## config.mk

```make
export PLATFORM = sky130hd
export DESIGN_NAME = gpio_in_cond
export DESIGN_NICKNAME = d
export VERILOG_FILES = /design/src/rtl/gpio_in_cond.sv
export SDC_FILE = /design/constraint.sdc
export NUM_CORES = 1
export LEC_CHECK = 0
export BUFFER_PORTS_ARGS = -buffer_cell sky130_fd_sc_hd__buf_2
export CAP_MARGIN = 10
export CORE_ASPECT_RATIO = 1.4
export CORE_MARGIN = 3
export CORE_UTILIZATION = 25
export CTS_CLUSTER_SIZE = 10
export DETAILED_ROUTE_END_ITERATION = 12
export HOLD_SLACK_MARGIN = 0.1
export PLACE_DENSITY_LB_ADDON = 0.05
export SYNTH_ARGS = -nofsm -noshare
export SYNTH_HDL_FRONTEND = slang
export SYNTH_SLANG_ARGS = --single-unit
```

## constraint.sdc

```tcl
create_clock -name wb_clk_i -period 18.1 [get_ports wb_clk_i]
set_clock_uncertainty 0.1 [all_clocks]
set_input_delay 4.525 -clock wb_clk_i [delete_from_list [all_inputs] [get_ports wb_clk_i]]
set_output_delay 4.525 -clock wb_clk_i [all_outputs]
set_load 0.01 [all_outputs]
```

## src/rtl/gpio_in_cond.sv

```systemverilog
// Per-pin pad input conditioner: 2-flop synchronizer, optional debounce filter,
// registered level plus one-cycle rise/fall pulses and an aggregate edge flag.
module gpio_in_cond #(
  parameter int NO_OF_GPIO_PINS = 24,
  parameter int DEBOUNCE_W      = 8
) (
  input  logic                       wb_clk_i,
  input  logic                       wb_rst_i,
  input  logic [NO_OF_GPIO_PINS-1:0] pad_i,
  input  logic [NO_OF_GPIO_PINS-1:0] db_en_i,
  input  logic [DEBOUNCE_W-1:0]      db_limit_i,
  output logic [NO_OF_GPIO_PINS-1:0] gpio_o,
  output logic [NO_OF_GPIO_PINS-1:0] rise_o,
  output logic [NO_OF_GPIO_PINS-1:0] fall_o,
  output logic                       edge_o
);

  logic [NO_OF_GPIO_PINS-1:0] s1;
  logic [NO_OF_GPIO_PINS-1:0] s;
  logic [NO_OF_GPIO_PINS-1:0] q;
  logic [NO_OF_GPIO_PINS-1:0] q_next;
  logic [NO_OF_GPIO_PINS-1:0] rise_next;
  logic [NO_OF_GPIO_PINS-1:0] fall_next;
  logic [DEBOUNCE_W-1:0]      cnt      [NO_OF_GPIO_PINS];
  logic [DEBOUNCE_W-1:0]      cnt_next [NO_OF_GPIO_PINS];

  // A pin only commits a new level after s has disagreed with q for L+1
  // consecutive cycles; the >= compare keeps the counter from ever exceeding L,
  // so a limit lowered mid-count commits on the very next cycle.
  always_comb begin
    for (int i = 0; i < NO_OF_GPIO_PINS; i++) begin
      q_next[i]   = q[i];
      cnt_next[i] = '0;
      if (!db_en_i[i]) begin
        q_next[i] = s[i];
      end else if (s[i] != q[i]) begin
        if (cnt[i] >= db_limit_i) begin
          q_next[i] = s[i];
        end else begin
          cnt_next[i] = cnt[i] + 1'b1;
        end
      end
    end
    rise_next = q_next & ~q;
    fall_next = ~q_next & q;
  end

  always_ff @(posedge wb_clk_i or posedge wb_rst_i) begin
    if (wb_rst_i) begin
      s1     <= '0;
      s      <= '0;
      q      <= '0;
      rise_o <= '0;
      fall_o <= '0;
      edge_o <= 1'b0;
      for (int i = 0; i < NO_OF_GPIO_PINS; i++) begin
        cnt[i] <= '0;
      end
    end else begin
      s1     <= pad_i;
      s      <= s1;
      q      <= q_next;
      rise_o <= rise_next;
      fall_o <= fall_next;
      edge_o <= |(rise_next | fall_next);
      for (int i = 0; i < NO_OF_GPIO_PINS; i++) begin
        cnt[i] <= cnt_next[i];
      end
    end
  end

  assign gpio_o = q;

endmodule

```

* Yosys cells after proc, flatten, opt, wreduce, memory -nomap -nowiden
Cells that the tools add are included.
** Operators by class
- $add $sub $neg :: 24
- Magnitude comparators :: 24
- Equality and inequality tests :: 24
- Muxes and demuxes :: 144
- Bitwise operators :: 5
- Reduce and logical (&&, ||, !) cells :: 1
** Operators with widths (count)
- $mux W8 :: 72
- $add A8 B1 Y8 const B :: 24
- $ge A8 B8 Y1 :: 24
- $mux W1 :: 72
- $and A24 B24 Y24 :: 2
- $not A24 Y24 :: 2
- $ne A1 B1 Y1 :: 24
- $or A24 B24 Y24 :: 1
- $reduce_or A24 Y1 :: 1
** Word-level totals
- Bits in registers :: 313
- Bits of input ports :: 58
- Output and inout port bits :: 73
- Logic and storage cells :: 252

* Logic depth before layout (Yosys ltp)
- Word-level depth :: 8
- Mapped depth :: 10
- Mapped depth without buffers :: 10

* Least setup slack after synthesis
OpenSTA, ideal clock, no wires.
- Path kind :: input port to flip-flop
- From :: input db_limit_i[7]
- To :: register edge_o
- Data arrival time :: 7.011 ns
- Setup slack :: 10.861 ns
- Stages on the path :: 10
- Path buffers :: 0
- Cell sequence :: inv_1 -> ha_1 -> and4_1 -> a2111oi_2 -> o31ai_1 -> mux2_2 -> ha_1 -> nand4_1 -> nor4_1 -> nand2_1
** On the way
- Longest elaborated chain between the ends :: 8
** Ends and longest elaborated chain
- from (decl) :: RTL line 11 : input logic [DEBOUNCE_W-1:0] db_limit_i,
- $ge A8 B8 Y1 (*) :: RTL line 37 : if (cnt[i] >= db_limit_i) begin
- $mux W1 (*) :: RTL line 37
- $mux W1 (*) :: RTL line 36 : end else if (s[i] != q[i]) begin
- $mux W1 (*) :: RTL line 34 : if (!db_en_i[i]) begin
- via q_next[4] :: RTL line 21 : logic [NO_OF_GPIO_PINS-1:0] q_next;
- $not A24 Y24 :: RTL line 45 : fall_next = ~q_next & q;
- $and A24 B24 Y24 :: RTL line 45
- $or A24 B24 Y24 (*) :: RTL line 65 : edge_o <= |(rise_next | fall_next);
- $reduce_or A24 Y1 (*) :: RTL line 65
- to (signal assigned) :: RTL line 65
- to (decl) :: RTL line 15 : output logic edge_o
Mark *: on every way through the listed nets, which the timed path passes. The rest lies on a longest branch.

* Worst setup path in the final report
- From :: input db_limit_i[0]
- To :: register edge_o
The elaborated chain is that of the path after synthesis.

==> flow_summary.ini <==
[logic_synthesis]
syn_area_um2 = 17400
yosys_warnings = 0
ys_ff_latch = 313
synth_compound_area_frac = 0.0867
synth_ff_type = dfrtp_1
yosys.area.top_type = dfrtp_1
yosys-top-cells-area = dfrtp_1 45%, ha_1 19%, xor2_1 6.8%, nand3_1 3.7%, nor2_1 2.8%
synth_edf_count = 0
ys_async_sr_fraction = 1.00
synth-adder-area-share = 0.190
synthCells = 1549
avgSynthCellArea_um2 = 11.2
synth_xor_area_frac = 0.0847
syn_nets = 1871
synthMostInstantiatedCell = dfrtp_1
synth_mux_area_frac = 0.0186
synth_top_area_share = 0.451
synthTopCellsByCount = 313 x dfrtp_1, 264 x ha_1, 135 x xor2_1
synth.distinct_cells = 40
synthSimpleGateAreaFrac = 0.152
synth_top_family_by_area = adder cells
synth_seq_area_share = 0.451

[timing]
slew_headroom = 0.206
finalCriticalPeriod_ns = 7.40
fin_setup_tns_ns = 0
finalSetupViolCount = 0
hold_viol_final = 0
slew_viol_final = 0
worst_pin_slew_ns = 1.17
clock.fmax_ghz = 0.135
rsz0062_at_grt = false
period_share = 0.409

[worst_setup_path]
r2r_end = edge_o
rrSetupSlack_ns = 14.92
cp_data_arrival_time_ns = 7.75
r2r_cells = 10
r2r-start = cnt[24]
worstSetupStartpoint = db_limit_i[0]
critPathKind = in2reg
crit_path_end_kind = flip-flop
worstPathMaxFanout = 24
critPathRequiredTime_ns = 18.45
start_kind = input pin

[detailed_routing]
vias = 12000
ant_nets = 0
detail_route.wl_per_cell_um = 17.5
wl_um = 46700
remaining_drc_errors = 0
drtIter0Drc = 428
viasPerCell = 4.49
dr.pass1.iters = 4

[final_layout]
instances_no_fill = 2674
drive_gt1_frac = 0.127
area_growth_pct = 17.4
nFillCells = 7035
final_core_util = 0.299
diodes = 0
nNetsFinal = 2053

[grt]
grt_max_degree = 116
met3_usage = 0.0213
grt_pass1_vias = 12800
grt_first_pass_wirelength_um = 74200
busiest_layer = met2
grt-ovfl-total = 0
met2_usage = 0.226
grtUsageTotal = 0.129
antenna_found_initial = 2
met1_usage = 0.164

[hold_path]
hp-start = s1[2]
hold_depth = 0
whs_endpoint = s[2]
hp-class = reg2reg

[placed_design]
dp_hpwl_um = 31300
numPortBuffers = 130
placedCellCount = 2609
gp_congestion = 0.702

[clocking]
clock_sinks = 313
clk_pin_slew_ns = 0.05
cts_resized = 0
htreeDepth = 2
cts_tree = yes
clock_tree.root_cell = clkbuf_16
clock_latency_ns = 0.57
cts_buffers = 39
cts_hold_buf = 0
clk_path_buf_depth = 3
cts_setup_buffers = 0

[status]
status = complete, no violations

[die]
fp.dieW_um = 229
pin_count = 131
dieArea_um2 = 72700
core-area_um2 = 68300
fp-row-count = 113
start_util = 0.254
die_y_um = 318

[run]
cap_violations = 0

[power]
p_leak_nw = 10.1
p_per_area_nw_per_um2 = 83.1
vdd_drop_max_mv = 0.0553
[layout by cell type (no fill, tap or decap), drive strengths merged, types with 10 or more instances in the layout]
master	instances
o21ai	11
nand3	129
mux2i	15
nor3b	10
and3	66
a2111oi	28
nand2	28
mux2	15
dfrtp	313
inv	77
buf	141
and4	14
xor2	135
ha	264
nor2	128
xnor2	33
a21o	41
o21a	14
nor3	70
clkbuf	61
nand4	21
a21oi	10
o31ai	30
nand2b	41
[worst max-delay path: stages]
cell	delay, ns
buf_2	0.70
ha_1	0.36
nand2b_1	0.14
a2111o_1	0.45
a211oi_2	0.28
mux2_2	0.39
ha_1	0.28
nand4_1	0.25
nor4_1	0.25
nand2_1	0.07
[power by group]
group | internal, mW | switching (mW)
logic | 0.0768 | 0.123
registers | 0.731 | 0.0333
clock network | 0.419 | 0.313
total | 1.23 | 0.469
[logic make-up after synthesis]
group / Yosys count
AOI/OAI and AO/OA: 179
xor gates and xnor gates: 168
adders and majority gates: 264
buffers and inverters: 78
DFF: 313
muxes: 30
and+or+nand+nor: 517
[metal layers]
layer  vias to the layer above  wire length [um]
met4                         2              1180
met1                      5829             21200
met3                        55              1370
met2                       149             22900
li1                       5965                 -
met5                         -                20
[layout make-up]
cell class	count	area (um^2)	area share
Clock buffer	61	1110	0.0544
Clock inverter	3	30.0	0.00147
Inverter	78	300	0.0147
Multi-Input combinational cell	1158	9250	0.453
Sequential cell	313	7830	0.384
Tap cell	920	1150	0.0564
Timing Repair Buffer	141	731	0.0358
[per-stage QoR]
| step | total power [mW] | setup WS (ns) | hold slack (ns) | cell area [um^2] |
|---|---|---|---|---|
| floorplan | 0.891 | 4.82 | 0.231 | 17400 |
| detailed placement | 0.985 | 9.93 | 0.235 | 19300 |
| global placement | 0.984 | 9.84 | 0.231 | 19300 |
| finish | 1.70 | 10.70 | 0.246 | 20400 |
| global route | 1.80 | 10.46 | 0.250 | 20400 |
| CTS | 1.75 | 10.55 | 0.247 | 20400 |
[worst max-delay path by stage]
| stage | slack [ns] | end |
|---|---|---|
| finish | 10.70 | edge_o |
| global route | 10.46 | edge_o |
| CTS | 10.55 | edge_o |
| detailed placement | 9.93 | edge_o |
| global placement | 9.84 | edge_o |
| floorplan | 4.82 | cnt[0] |
[registers in the layout, indices dropped and copies added, names as in the netlist]
signal,flops
cnt,192
edge_o,1
fall_o,24
gpio_o,24
rise_o,24
s,24
s1,24
(Power assumes the default switching activity.)
